[src/rtl/narrow_pkg.sv]
`default_nettype none
// ============================================================================
//  Module      : narrow_pkg
//  Description : Shared constants, state encoding and saturation-bound
//                helpers for the narrow_packer block.
//                Optional feature macro NARROW_PACKER_STATS_EN is consumed by
//                narrow_packer (adds the ovf_total port).
//  Revision    : 1.0 - initial release
// ============================================================================
package narrow_pkg;

    // Default configuration
    localparam int c_IN_W  = 8;
    localparam int c_NW    = 4;
    localparam int c_LANES = 2;

    // Width of the lane counter / out_count field
    function automatic int cnt_w(input int lanes);
        return $clog2(lanes) + 1;
    endfunction

    // Saturation bounds as functions of the narrowed width
    function automatic int smax(input int nw);
        return (1 << (nw - 1)) - 1;
    endfunction

    function automatic int smin(input int nw);
        return -(1 << (nw - 1));
    endfunction

    function automatic int umax(input int nw);
        return (1 << nw) - 1;
    endfunction

    // FILL: output register empty (can take a new word)
    // HOLD: output register occupied; stalls input when out_ready is low
    typedef enum logic [0:0] {
        ST_FILL = 1'b0,
        ST_HOLD = 1'b1
    } np_state_t;

endpackage : narrow_pkg
`default_nettype wire

[src/rtl/narrow_sat.sv]
`default_nettype none
// ============================================================================
//  Module      : narrow_sat
//  Description : Combinational single-element narrower with saturation.
//  Ports       : in_data   [IN_W-1:0] element to narrow
//                in_signed            1: two's complement, 0: unsigned
//                nw_data   [NW-1:0]   narrowed (possibly saturated) value
//                ovf                  1 when the value was out of range
//  Revision    : 1.0 - initial release
// ============================================================================
module narrow_sat
    import narrow_pkg::*;
#(
    parameter int IN_W = c_IN_W,
    parameter int NW   = c_NW
) (
    input  logic [IN_W-1:0] in_data,
    input  logic            in_signed,
    output logic [NW-1:0]   nw_data,
    output logic            ovf
);

    localparam logic [NW-1:0] c_SMAX = NW'(smax(NW));
    localparam logic [NW-1:0] c_SMIN = NW'(smin(NW));
    localparam logic [NW-1:0] c_UMAX = NW'(umax(NW));

    // A signed value fits in NW bits when every bit from the narrowed sign
    // position upward is a copy of the same value.
    logic [IN_W-NW:0] w_hi_s;
    logic             w_s_fit;
    logic             w_u_fit;

    assign w_hi_s  = in_data[IN_W-1:NW-1];
    assign w_s_fit = (&w_hi_s) || !(|w_hi_s);
    assign w_u_fit = !(|in_data[IN_W-1:NW]);

    always_comb begin
        nw_data = in_data[NW-1:0];
        ovf     = 1'b0;
        if (in_signed) begin
            if (!w_s_fit) begin
                ovf     = 1'b1;
                nw_data = in_data[IN_W-1] ? c_SMIN : c_SMAX;
            end
        end else if (!w_u_fit) begin
            ovf     = 1'b1;
            nw_data = c_UMAX;
        end
    end

endmodule : narrow_sat
`default_nettype wire

[src/rtl/narrow_packer.sv]
`default_nettype none
// ============================================================================
//  Module      : narrow_packer
//  Description : Streaming narrower. Narrows IN_W-bit elements to NW bits
//                (signed or unsigned, saturating) and packs LANES of them
//                into one output word. in_last flushes a partial word.
//  Ports       : clk, rst_n (async, active low)
//                in_valid/in_ready/in_data/in_signed/in_last  input stream
//                out_valid/out_ready/out_data/out_count/out_ovf output stream
//                ovf_total [15:0] saturated-element count (only when
//                NARROW_PACKER_STATS_EN is defined)
//  Revision    : 1.0 - initial release
// ============================================================================
module narrow_packer
    import narrow_pkg::*;
#(
    parameter int IN_W  = c_IN_W,
    parameter int NW    = c_NW,
    parameter int LANES = c_LANES
) (
    input  logic                    clk,
    input  logic                    rst_n,
    input  logic                    in_valid,
    output logic                    in_ready,
    input  logic [IN_W-1:0]         in_data,
    input  logic                    in_signed,
    input  logic                    in_last,
    output logic                    out_valid,
    input  logic                    out_ready,
    output logic [NW*LANES-1:0]     out_data,
    output logic [$clog2(LANES):0]  out_count,
    output logic [LANES-1:0]        out_ovf
`ifdef NARROW_PACKER_STATS_EN
    ,
    output logic [15:0]             ovf_total
`endif
);

    localparam int c_CW = cnt_w(LANES);

    np_state_t             r_state;
    np_state_t             w_state_nxt;
    logic [c_CW-1:0]       r_idx;
    logic [NW*LANES-1:0]   r_acc;
    logic [LANES-1:0]      r_acc_ovf;
    logic [NW*LANES-1:0]   r_out_data;
    logic [c_CW-1:0]       r_out_count;
    logic [LANES-1:0]      r_out_ovf;

    logic [NW-1:0]         w_nw;
    logic                  w_ovf;
    logic [NW*LANES-1:0]   w_word;
    logic [LANES-1:0]      w_word_ovf;
    logic                  w_in_ready;
    logic                  w_accept;
    logic                  w_complete;
    logic                  w_load;

    narrow_sat #(
        .IN_W (IN_W),
        .NW   (NW)
    ) u_sat (
        .in_data   (in_data),
        .in_signed (in_signed),
        .nw_data   (w_nw),
        .ovf       (w_ovf)
    );

    // Input is blocked only while a word sits unconsumed in the output
    // register; a draining word frees the slot for a same-edge reload.
    assign w_in_ready = (r_state == ST_FILL) || out_ready;
    assign w_accept   = in_valid && w_in_ready;
    assign w_complete = in_last || (r_idx == c_CW'(LANES - 1));
    assign w_load     = w_accept && w_complete;

    // Current accumulator with the incoming lane merged in. Lanes above idx
    // are already zero because the accumulator clears on every completion.
    always_comb begin
        w_word     = r_acc;
        w_word_ovf = r_acc_ovf;
        for (int l = 0; l < LANES; l++) begin
            if (r_idx == c_CW'(l)) begin
                w_word[l*NW +: NW] = w_nw;
                w_word_ovf[l]      = w_ovf;
            end
        end
    end

    always_comb begin
        w_state_nxt = r_state;
        case (r_state)
            ST_FILL: begin
                if (w_load) w_state_nxt = ST_HOLD;
            end
            ST_HOLD: begin
                if (out_ready && !w_load) w_state_nxt = ST_FILL;
            end
            default: w_state_nxt = ST_FILL;
        endcase
    end

    always_ff @(posedge clk or negedge rst_n) begin
        if (!rst_n) begin
            r_state     <= ST_FILL;
            r_idx       <= '0;
            r_acc       <= '0;
            r_acc_ovf   <= '0;
            r_out_data  <= '0;
            r_out_count <= '0;
            r_out_ovf   <= '0;
        end else begin
            r_state <= w_state_nxt;
            if (w_accept) begin
                if (w_complete) begin
                    r_out_data  <= w_word;
                    r_out_count <= r_idx + c_CW'(1);
                    r_out_ovf   <= w_word_ovf;
                    r_idx       <= '0;
                    r_acc       <= '0;
                    r_acc_ovf   <= '0;
                end else begin
                    r_idx     <= r_idx + c_CW'(1);
                    r_acc     <= w_word;
                    r_acc_ovf <= w_word_ovf;
                end
            end
        end
    end

    assign in_ready  = w_in_ready;
    assign out_valid = (r_state == ST_HOLD);
    assign out_data  = r_out_data;
    assign out_count = r_out_count;
    assign out_ovf   = r_out_ovf;

`ifdef NARROW_PACKER_STATS_EN
    logic [15:0] r_ovf_total;

    always_ff @(posedge clk or negedge rst_n) begin
        if (!rst_n) begin
            r_ovf_total <= '0;
        end else if (w_accept && w_ovf && (r_ovf_total != 16'hFFFF)) begin
            r_ovf_total <= r_ovf_total + 16'd1;
        end
    end

    assign ovf_total = r_ovf_total;
`endif

endmodule : narrow_packer
`default_nettype wire

[config.mk]
export PLATFORM = sky130hd
export DESIGN_NAME = narrow_packer
export DESIGN_NICKNAME = d
export VERILOG_FILES = /design/src/rtl/narrow_pkg.sv /design/src/rtl/narrow_sat.sv /design/src/rtl/narrow_packer.sv
export SDC_FILE = /design/constraint.sdc
export NUM_CORES = 1
export LEC_CHECK = 0
export ABC_AREA = 1
export BUFFER_PORTS_ARGS = -buffer_cell sky130_fd_sc_hd__buf_2
export CORE_UTILIZATION = 57
export CTS_CLUSTER_SIZE = 12
export DETAILED_ROUTE_END_ITERATION = 8
export GPL_TIMING_DRIVEN = 0
export PLACE_DENSITY = 0.8
export SYNTH_ARGS = -nofsm -noshare
export SYNTH_HDL_FRONTEND = slang
export SYNTH_HIERARCHICAL = 1
export SYNTH_SLANG_ARGS = --single-unit
[constraint.sdc]
create_clock -name clk -period 3.1 [get_ports clk]
set_input_delay 0.155 -clock clk [delete_from_list [all_inputs] [get_ports clk]]
set_output_delay 0.155 -clock clk [all_outputs]
set_load 0.02 [all_outputs]
## Word level (Yosys, flattened, before mapping)

Index checks and enable logic that the tools add are counted.

| operators by class | value |
|---|---|
| eq/ne operators | 1 |
| muxes and demuxes | 17 |
| div/mod/pow operators | 0 |
| shifts and indexed selects | 0 |
| $lt $le $gt $ge | 0 |
| reductions and logical operators | 13 |
| add/sub/neg operators | 1 |
| multipliers | 0 |
| bitwise logic cells | 1 |

Operator list:

| kind | count |
|---|---|
| two-way mux 4 bit | 6 |
| two-way mux 8 bit | 1 |
| two-way mux 1 bit | 7 |
| AND reduction 5 bit | 1 |
| OR reduction 5 bit | 1 |
| two-way mux 2 bit | 2 |
| OR reduction 4 bit | 1 |
| logical AND 1 bit | 3 |
| logical OR 1 bit | 3 |
| adder 2 x 1 -> 2 bit (second input constant) | 1 |
| == test 2 x 1 -> 1 bit (second input constant) | 1 |
| zero test 1 bit | 2 |
| zero test 2 bit | 1 |
| case mux 1 bit (2 select lines) | 1 |
| AND reduction 2 bit | 1 |
| inverter 1 bit | 1 |

| storage, ports and cells | value |
|---|---|
| memory bits (read-only) | 0 |
| memories | 0 |
| memory bits (writable) | 0 |
| bits in registers | 25 |
| bits in latches | 0 |
| logic and storage cells | 40 |
| input bits | 14 |

## Longest topological paths before layout

Gate-level depths: netlist (run 1).

| depth | value |
|---|---|
| depth in word-level cells | 8 |
| depth in mapped cells | 10 |
| depth with buffers taken out | 10 |

## Modules after synthesis

Netlist (run 1), hierarchy kept.

Modules (own cells, without submodules):

| module | area each (µm²) | seq. area each (µm²) | cells an instance | times used |
|---|---|---|---|---|
| narrow_packer | 1159.9 | 625.6 | 141 | 1 |
| narrow_sat | 190.2 | 0.0 | 40 | 1 |

## Least setup slack after synthesis (run 1)

No wires, ideal clock.

| timing path | value |
|---|---|
| path kind | register to register |
| start point | register r_idx[1] |
| end point | register r_out_data[5], in the netlist out_data[5] |
| setup time | 117 ps |
| clock period less this slack | 1308 ps |
| arrival | 1191 ps |
| slack | 1792 ps |
| cell stages (with the launch flop) | 9 |
| buffers on the path | 1 |
| cell sequence | dfrtp_1 -> inv_1 -> ha_1 -> inv_2 -> nand2_4 -> nand3_4 -> buf_6 -> nand2_1 -> nand2_1 |

| between the ends | value |
|---|---|
| longest elaborated chain between the ends | 3 |
| elaborated cells between the ends (all ways) | 4 |
| classes of those cells | 1 x eq/ne; 1 x mux; 2 x reduce/logical |

Ends and longest elaborated chain:

| element | line | source |
|---|---|---|
| start, declared | narrow_packer.sv:43 | `logic [c_CW-1:0] r_idx;` |
| start signal, assigned | narrow_packer.sv:122 | `r_idx <= r_idx + c_CW'(1);` |
| == test 2 x 1 -> 1 bit (*) | narrow_packer.sv:73, narrow_packer.sv:82 |  |
| logical OR 1 bit | narrow_packer.sv:73 | `assign w_complete = in_last \|\| (r_idx == c_CW'(LANES - 1));` |
| AND reduction 2 bit (no line) | n/a |  |
| end signal, assigned | narrow_packer.sv:115 | `r_out_data <= w_word;` |
| end, declared | narrow_packer.sv:46 | `logic [NW*LANES-1:0] r_out_data;` |

Every way passes the cells marked *; elsewhere a longest branch is shown, timed or not.
A chain may end at the register's enable or synchronous reset.

## Worst setup path in the final report (run 1)

| timing path | value |
|---|---|
| start point | register r_idx[0] |
| end point | register r_idx[0] |

| between the ends | value |
|---|---|
| longest elaborated chain between the ends | 3 |
| elaborated cells between the ends (all ways) | 4 |
| classes of those cells | 1 x add/sub; 1 x eq/ne; 1 x mux; 1 x reduce/logical |

Ends and longest elaborated chain:

| element | line | source |
|---|---|---|
| branches (longest 2 deep; another with adder 2 x 1 -> 2 bit) | n/a |  |
| two-way mux 2 bit (*) | narrow_packer.sv:114 | `if (w_complete) begin` |

Mark *: on every way between the ends.

==> results of run 1 <==
-- Yosys cell counts (all sizes together) --
cell    number  share of area (%)
a21oi        1                1.2
and2         1               0.56
buf          3                2.2
clkinv       2               0.56
dfrtp       25                 46
ha           2                1.9
inv         20                5.6
nand2       93                 27
nand3       24                 11
nand4        2               0.93
nor2         5                2.3
o21ai        3                1.1
-- timing repair --
action	4_1_cts	5_1_grt
hold buffers	1	0
endpoints found under the hold margin	25	0
setup buffers	0	0
endpoints found under the setup margin	0	0
-- worst max-delay path by stage --
| stage | from | endpoint | slack [ns] | cells after the start |
|---|---|---|---|---|
| after CTS | r_idx[0]$_DFFE_PN0P_ | r_idx[0]$_DFFE_PN0P_ | 1.60 | 4 |
| after floorplan | r_idx[1]$_DFFE_PN0P_ | out_data[5]$_DFFE_PN0P_ | 1.79 | 8 |
| after global routing | r_idx[0]$_DFFE_PN0P_ | r_idx[1]$_DFFE_PN0P_ | 1.49 | 4 |
| after global placement | r_idx[1]$_DFFE_PN0P_ | out_data[5]$_DFFE_PN0P_ | 1.69 | 8 |
| final | r_idx[0]$_DFFE_PN0P_ | r_idx[0]$_DFFE_PN0P_ | 1.59 | 4 |
| after detailed placement | r_idx[0]$_DFFE_PN0P_ | r_idx[0]$_DFFE_PN0P_ | 1.63 | 4 |
-- per-layer routing --
layer / global-route usage (%) / wire [um]
met1: 29.7 / 1230
met2: 45.6 / 1380
met3: 3.64 / 105
met4: 8.80 / 44
met5: 0 / 0
-- final cells by class --
class | instances | area, um^2 | area share [%]
Tap cell | 28 | 35.0 | 2.25
Inverter | 22 | 82.6 | 5.30
Buffer | 3 | 30.0 | 1.93
Sequential cell | 25 | 626 | 40.2
Clock buffer | 3 | 22.5 | 1.45
Clock inverter | 1 | 5.00 | 0.321
Multi-Input combinational cell | 131 | 612 | 39.3
Timing Repair Buffer | 28 | 145 | 9.32
-- logic make-up after synthesis --
kind of cell	Yosys count	share of synthesized area [%]
AOI/OAI and AO/OA	4	2.32
and+or+nand+nor	125	41.1
DFF	25	46.3
buffers and inverters	25	8.34
adders and majority gates	2	1.85
-- registers in the layout, summed over array words and instances, names as in the netlist --
signal	count
out_ovf	2
r_idx	2
out_valid	1
r_acc_ovf	2
r_acc	8
out_data	8
out_count	2
-- through the flow --
step	instances	hold WS, ns	setup WS, ns	total power [mW]	utilization, %
6_report	241	0.160	1.59	1.07	70.4
5_1_grt	241	0.159	1.49	1.15	70.4
4_1_cts	241	0.151	1.60	1.07	70.4
3_5_place_dp	236	0.170	1.63	0.928	68.7
3_3_place_gp	236	0.165	1.69	0.912	68.7
2_1_floorplan	181	-0.141	1.79	0.783	-
-- worst max-delay path: stages (launching register included) --
cell and delay, ns:
dfrtp_1 0.43, ha_1 0.29, nor2_1 0.42, nand2_1 0.11
o21ai_0 0.19
-- power by group through the flow --
stage	sequential, mW	clock [mW]	combinational [mW]
3_5_place_dp	0.474	0	0.454
2_1_floorplan	0.555	0	0.228
6_report	0.468	0.145	0.456
5_1_grt	0.475	0.159	0.514
3_3_place_gp	0.469	0	0.443
4_1_cts	0.467	0.151	0.457
==> flow_metrics.tcl, run 1 <==
set metrics [dict create \
    status "complete, no violations" \
    placed_cell_area_mm2 0.00152 \
    num_vias 1235 \
    rows 17 \
    fin_area_mm2 0.00156 \
    path_max_fanout 7 \
    cts_root_buffer "clkbuf_4" \
    startpoint_type "flop" \
    swShare_pct 42.2 \
    fin_skew_ns 0.00659 \
    cts_num_sinks 25 \
    synth-seq-cells 25 \
    tns_ns 0 \
    maxCapViolations 0 \
    cts_made_buffers 3 \
    cts_tree "done" \
    syn_nets 197 \
    rsz0062_at_grt "no" \
    die_x_um 50.7 \
    drt-initial-drc-count 34 \
    netlist_area_mm2 0.00135 \
    viasPerCell 5.12 \
    ant_nets 0 \
    grt_pass1_wl_um 4790 \
    drv_slew 0 \
    drcViolationCount 0 \
    path_clk_slew_ns 0.14 \
    seq_power_share_pct 43.7 \
    fmax_mhz 663 \
    final_nets 230 \
    end_kind "flop" \
    clk_latency_ns 0.32 \
    worst-r2r-cell-count 4 \
    cp.arrival_ns 1.74 \
    grt_pass1_vias 1177 \
    r2r_slack_ns 1.59 \
    setup_viol 0 \
    area_delta_synth_final_pct 15.4 \
    worst_slew_margin_rel_pct 64.2 \
    io_buffers 27 \
    hold_start "in_valid" \
    layout_commonest_cell "nand2_1" \
    grt_overflow_total 0 \
    p_clk_share_pct 13.6 \
    r2r_start "r_idx[0]$_DFFE_PN0P_" \
    die_y_um 50.7 \
    netlist_instances 181 \
    dp_hpwl_um 2100 \
    gp_congestion 0.820 \
    syn_area_per_cell_um2 7.46 \
    initial_core_util_pct 61.0 \
    grtUsageTotal_pct 25.0 \
    yosys_warnings 6 \
    routedWlPerCell_um 11.4 \
    dr.pass1.iters 7 \
    power_frac_comb_pct 42.7 \
    hold_depth 3 \
    hold_viol 0 \
    cts_resized 0 \
    layout-drive-gt1-share_pct 22.5 \
    fin_crit_ns 1.51 \
    fillers 190 \
    core_mm2 0.00221 \
    leakagePower_nw 0.953 \
    hp-class "input port to flop" \
    whs_endpoint "out_count[1]$_DFFE_PN0P_" \
    wl_um 2760 \
    p_sw_mw 0.451 \
    die_area_mm2 0.00257 \
    grt_max_degree 26 \
    cp.required_ns 3.34 \
    reg2reg_to "r_idx[0]$_DFFE_PN0P_" \
    crit_type "flop to flop" \
    ys_types 20 \
    layout_common_cells "90 x nand2_1, 27 x buf_2, 25 x dfrtp_1" \
    worst_pin_slew_ns 0.537 \
    antenna_found_initial 0 \
    n_antenna_cell 0 \
    yosysSeqAreaShare_pct 46.3 \
    clock_path_buffers 2 \
    ios 28 \
    period_share_pct 48.6 \
    peakVddDrop_uv 453 \
    p_int_mw 0.618 \
    powerDensity_mw_per_mm2 686 \
    cts_max_level 1 \
]
Power figures use the tool's default switching activity.
==> inputs of run 2 (changes only) <==
CORE_UTILIZATION = 53   (was 57)
PLACE_DENSITY = 0.75   (was 0.8)
clock period = 1.5 ns   (was 3.1 ns; I/O delays follow)
==> run 2 against run 1 <==
  * Combinational power is 110% higher
  * Total power is 110% higher
  * Maximum frequency is 11% higher
  * Global-route usage is 1.2 points lower
  * Final area is 0.96% higher
  * Sequential share of layout area is 0.38 points lower
  * Via count is 2.2% lower
  * Sequential cell count stayed put
  * Clock-buffer cell count stayed put
  * Setup slack worse by 1.5 ns
  * Largest cell class is now multi-input combinational cells
==> flow_metrics.tcl, run 2 (same netlist as run 1, synthesis figures left out) <==
set metrics [dict create \
    powerDensity_mw_per_mm2 1420 \
    dr.pass1.iters 4 \
    setup_viol 0 \
    die_area_mm2 0.00275 \
    total_power_mw 2.24 \
    finish.utilization_pct 68.5 \
    layout_commonest_cell "nand2_1" \
    num_vias 1208 \
    layout-drive-gt1-share_pct 23.5 \
    status "complete, no violations" \
    grt_pass1_vias 1106 \
    drt-initial-drc-count 21 \
    gp_congestion 0.802 \
    crit_slowest_cell "dfrtp_1" \
    final_nets 230 \
    peakVddDrop_uv 980 \
    fillers 204 \
    wl_um 2830 \
    path_max_fanout 10 \
    cts_made_buffers 3 \
    n_antenna_cell 0 \
    viasPerCell 5.01 \
    grt_overflow_total 0 \
    core_mm2 0.00230 \
    crit_path_frequent_cell "inv_1" \
    worst_pin_slew_ns 0.548 \
    cts_num_sinks 25 \
    crit_path_max_incr_delay_ns 0.41 \
    worst_slew_margin_rel_pct 63.5 \
    antenna_found_initial 0 \
    ios 28 \
    drcViolationCount 0 \
    cts_tree "done" \
    die_x_um 52.5 \
    grt_pass1_wl_um 4780 \
    rsz0062_at_grt "no" \
    placed_cell_area_mm2 0.00152 \
    fin_skew_ns 0.00958 \
    routedWlPerCell_um 11.7 \
    end_kind "flop" \
    layout_common_cells "90 x nand2_1, 27 x buf_2, 25 x dfrtp_1" \
    io_buffers 27 \
    hp-class "input port to flop" \
    clk_latency_ns 0.34 \
    rows 17 \
    startpoint_type "flop" \
    dp_hpwl_um 2160 \
    cts_root_buffer "clkbuf_4" \
    cts_max_level 1 \
    leakagePower_nw 0.952 \
    die_y_um 52.5 \
    cp.arrival_ns 1.60 \
    seqCellArea_um2 626 \
    clock_path_buffers 2 \
    grtUsageTotal_pct 23.8 \
    multiInputGateArea_um2 627 \
    maxCapViolations 0 \
    crit_type "flop to flop" \
    fin_crit_ns 1.36 \
    grt_max_degree 26 \
    hold_viol 0 \
    area_delta_synth_final_pct 16.5 \
    ant_nets 0 \
    drv_slew 0 \
    path_clk_slew_ns 0.14 \
    period_share_pct 90.9 \
    fmax_mhz 733 \
    initial_core_util_pct 58.8 \
    tns_ns 0 \
    cp.required_ns 1.74 \
    crit_chain "inv_1 -> ha_4 -> inv_2 -> nand2_4 -> nand3_4 -> buf_6 -> nand2_1 -> inv_1" \
    fin_area_mm2 0.00157 \
]
[run 2: cell count changes in the layout (fill, tap and decap cells not counted)]
cell,delta
ha_1,-2
ha_2,+1
ha_4,+1
[run 2: final cells by class]
class                           count  area share, %
Inverter                           22           5.25
Tap cell                           28           2.23
Timing Repair Buffer               28           9.23
Sequential cell                    25           39.8
Multi-Input combinational cell    131           39.9
Buffer                              3           1.91
Clock buffer                        3           1.43
Clock inverter                      1          0.318
[run 2: worst paths after layout]
check	from	to	slack [ns]	cells after the start
max	r_idx[1]$_DFFE_PN0P_	r_acc[4]$_DFFE_PN0P_	0.14	8
min	in_valid	out_count[0]$_DFFE_PN0P_	0.04	3
max reg2reg	r_idx[1]$_DFFE_PN0P_	r_acc[4]$_DFFE_PN0P_	0.14	8
min reg2reg	r_acc[7]$_DFFE_PN0P_	r_acc[7]$_DFFE_PN0P_	0.49	2
max in group asynchronous	rst_n	r_acc[3]$_DFFE_PN0P_	0.88	2
min in group asynchronous	rst_n	out_count[0]$_DFFE_PN0P_	0.25	2
[run 2: metrics by stage]
step                      setup slack (ns)  hold slack, ns  cells
after floorplan                      0.192          -0.221    181
after global placement              0.0747          0.0809    236
after detailed placement            0.0392          0.0985    236
after CTS                           0.0169          0.0364    241
after global routing                0.0212          0.0554    241
final                                0.137          0.0438    241
[run 2: where the power goes]
group | internal (mW) | switching [mW]
Combinational | 0.331 | 0.628
Sequential | 0.862 | 0.104
Clock | 0.100 | 0.213
Total | 1.29 | 0.945
[run 2: timing repair]
| action | 4_1_cts | 5_1_grt |
|---|---|---|
| gates resized for setup | 0 | 3 |
| endpoints found under the setup margin | 0 | 19 |
| hold buffers | 1 | 0 |
| endpoints found under the hold margin | 25 | 0 |
| buffers inserted | 0 | 0 |
[run 2: worst max-delay path: cells and delay by family, from the launching register on]
kind	cells	cell delay, ns
and+or+nand+nor	3	0.27
buffers and inverters	4	0.41
DFF	1	0.41
adders and majority gates	1	0.19
[run 2: per-layer routing]
metal	track usage [%]	wire length, um
met3	2.61	108
met4	9.21	46
met1	30.0	1290
met5	0	0
met2	41.4	1390
==> inputs of run 3 (changes only) <==
CORE_UTILIZATION = 48   (was 53)
PLACE_DENSITY = 0.71   (was 0.75)
clock period = 1.25 ns   (was 1.5 ns; I/O delays follow)
==> run 3 against run 2 <==
  * The flow now finishes with violations (negative setup slack)
  * Final cell count increased by 4.1%
  * Combinational power up 44%
  * First-iteration DRC count grew 120%
  * Clock power grew 18%
==> flow_metrics.tcl, run 3 (same netlist as run 1, synthesis figures left out) <==
set metrics [dict create \
    n_antenna_cell 0 \
    fin_crit_ns 1.27 \
    cp.arrival_ns 1.51 \
    grt_overflow_total 0 \
    startpoint_type "flop" \
    crit_path_max_incr_delay_ns 0.41 \
    wl_um 3050 \
    fin_area_mm2 0.00170 \
    cp.required_ns 1.49 \
    io_buffers 27 \
    fmax_mhz 787 \
    viasPerCell 5.06 \
    period_share_pct 102 \
    leakagePower_nw 1.00 \
    peakVddDrop_uv 1210 \
    hp-class "input port to flop" \
    status "finished with violations" \
    routedWlPerCell_um 12.2 \
    gp_congestion 0.895 \
    multiInputGateArea_um2 674 \
    grt_pass1_vias 1149 \
    maxCapViolations 0 \
    total_power_mw 2.93 \
    die_area_mm2 0.00303 \
    die_x_um 55.0 \
    drt-initial-drc-count 47 \
    ant_nets 0 \
    path_clk_slew_ns 0.14 \
    end_kind "flop" \
    worst_pin_slew_ns 0.556 \
    dr.pass1.iters 6 \
    fin_skew_ns 0.00124 \
    final_nets 238 \
    clock_path_buffers 2 \
    post-place-ws_ns -0.144 \
    crit_chain "inv_2 -> ha_4 -> inv_6 -> nand2_4 -> nand3_4 -> buf_4 -> nand2_1 -> inv_1" \
    drcViolationCount 0 \
    layout-drive-gt1-share_pct 33.5 \
    drv_slew 0 \
    crit_type "flop to flop" \
    violations "negative setup slack" \
    powerDensity_mw_per_mm2 1720 \
    cts_root_buffer "clkbuf_4" \
    cts_made_buffers 3 \
    layout_commonest_cell "nand2_1" \
    cts_num_sinks 25 \
    rsz0062_at_grt "yes" \
    die_y_um 55.0 \
    placed_cell_area_mm2 0.00154 \
    layout_common_cells "78 x nand2_1, 27 x buf_2, 25 x dfrtp_1" \
    crit_slowest_cell "dfrtp_1" \
    cts_tree "done" \
    fin_cells 251 \
    fillers 246 \
    grt_max_degree 26 \
    hold_viol 0 \
    initial_core_util_pct 52.6 \
    grtUsageTotal_pct 22.6 \
    ios 28 \
    core_mm2 0.00257 \
    antenna_found_initial 0 \
    area_delta_synth_final_pct 26.1 \
    grt_pass1_wl_um 4830 \
    cts_max_level 1 \
    path_max_fanout 5 \
    dp_hpwl_um 2190 \
    worst_slew_margin_rel_pct 62.9 \
    setup_viol 3 \
    rows 18 \
    seqCellArea_um2 626 \
    layout_setup_ws_ns -0.0213 \
    num_vias 1271 \
    placed_cells 238 \
    clk_latency_ns 0.32 \
]
run 3: changes by cell type in the layout (fill, tap and decap cells not counted), sizes merged:
cell  delta
buf      +8
run 3: final timing paths:
check | slack (ns) | from | endpoint | cells past startpoint
max in group asynchronous | 0.64 | rst_n | r_acc[3]$_DFFE_PN0P_ | 2
min reg2reg | 0.49 | r_acc[7]$_DFFE_PN0P_ | r_acc[7]$_DFFE_PN0P_ | 2
min | 0.04 | in_last | r_idx[0]$_DFFE_PN0P_ | 4
max | -0.02 | r_idx[1]$_DFFE_PN0P_ | r_acc_ovf[1]$_DFFE_PN0P_ | 8
min in group asynchronous | 0.24 | rst_n | r_acc[2]$_DFFE_PN0P_ | 2
max reg2reg | -0.02 | r_idx[1]$_DFFE_PN0P_ | r_acc_ovf[1]$_DFFE_PN0P_ | 8
run 3: routing by layer:
metal	vias to the layer above	routed length [um]	global-route usage, %
li1	636	-	-
met1	589	1330	27.1
met2	42	1560	40.4
met3	4	140	3.01
met4	0	25	8.75
met5	-	0	0
run 3: final cells by class:
class	instances	share of cell area (%)
clock inverters	1	0.294
flip-flops and latches	25	36.7
inverters	22	5.29
well taps	30	2.20
clock buffers	3	1.32
multi-input cells	131	39.6
repair buffers	36	12.8
plain buffers	3	1.76
run 3: stage by stage:
| stage | utilization, % | hold WS (ns) | TNS [ns] |
|---|---|---|---|
| floorplan | - | -0.233 | 0 |
| global placement | 59.8 | 0.0687 | -1.11 |
| detailed placement | 59.8 | 0.0800 | -1.85 |
| CTS | 63.2 | 0.0457 | -0.0200 |
| global route | 66.3 | 0.0578 | -0.685 |
| finish | 66.3 | 0.0370 | -0.0439 |
run 3: report_power, final:
group / internal, mW / switching (mW)
sequential: 1.03 / 0.148
clock: 0.120 / 0.250
combinational: 0.543 / 0.835
total: 1.70 / 1.23
run 3: worst max-delay path, delay by kind of cell (launching register included):
family        cells  cell delay [ns]
flops             1             0.41
buf+inv           4             0.34
simple gates      3             0.24
fa+ha+maj         1             0.19
run 3: what timing repair did:
item | in CTS | in global routing
endpoints found under the setup margin | 23 | 25
gates cloned | 0 | 1
setup buffers | 3 | 4
hold endpoints to repair | 25 | 0
hold buffers | 1 | 0
pin swaps | 0 | 6
resized for setup | 4 | 20
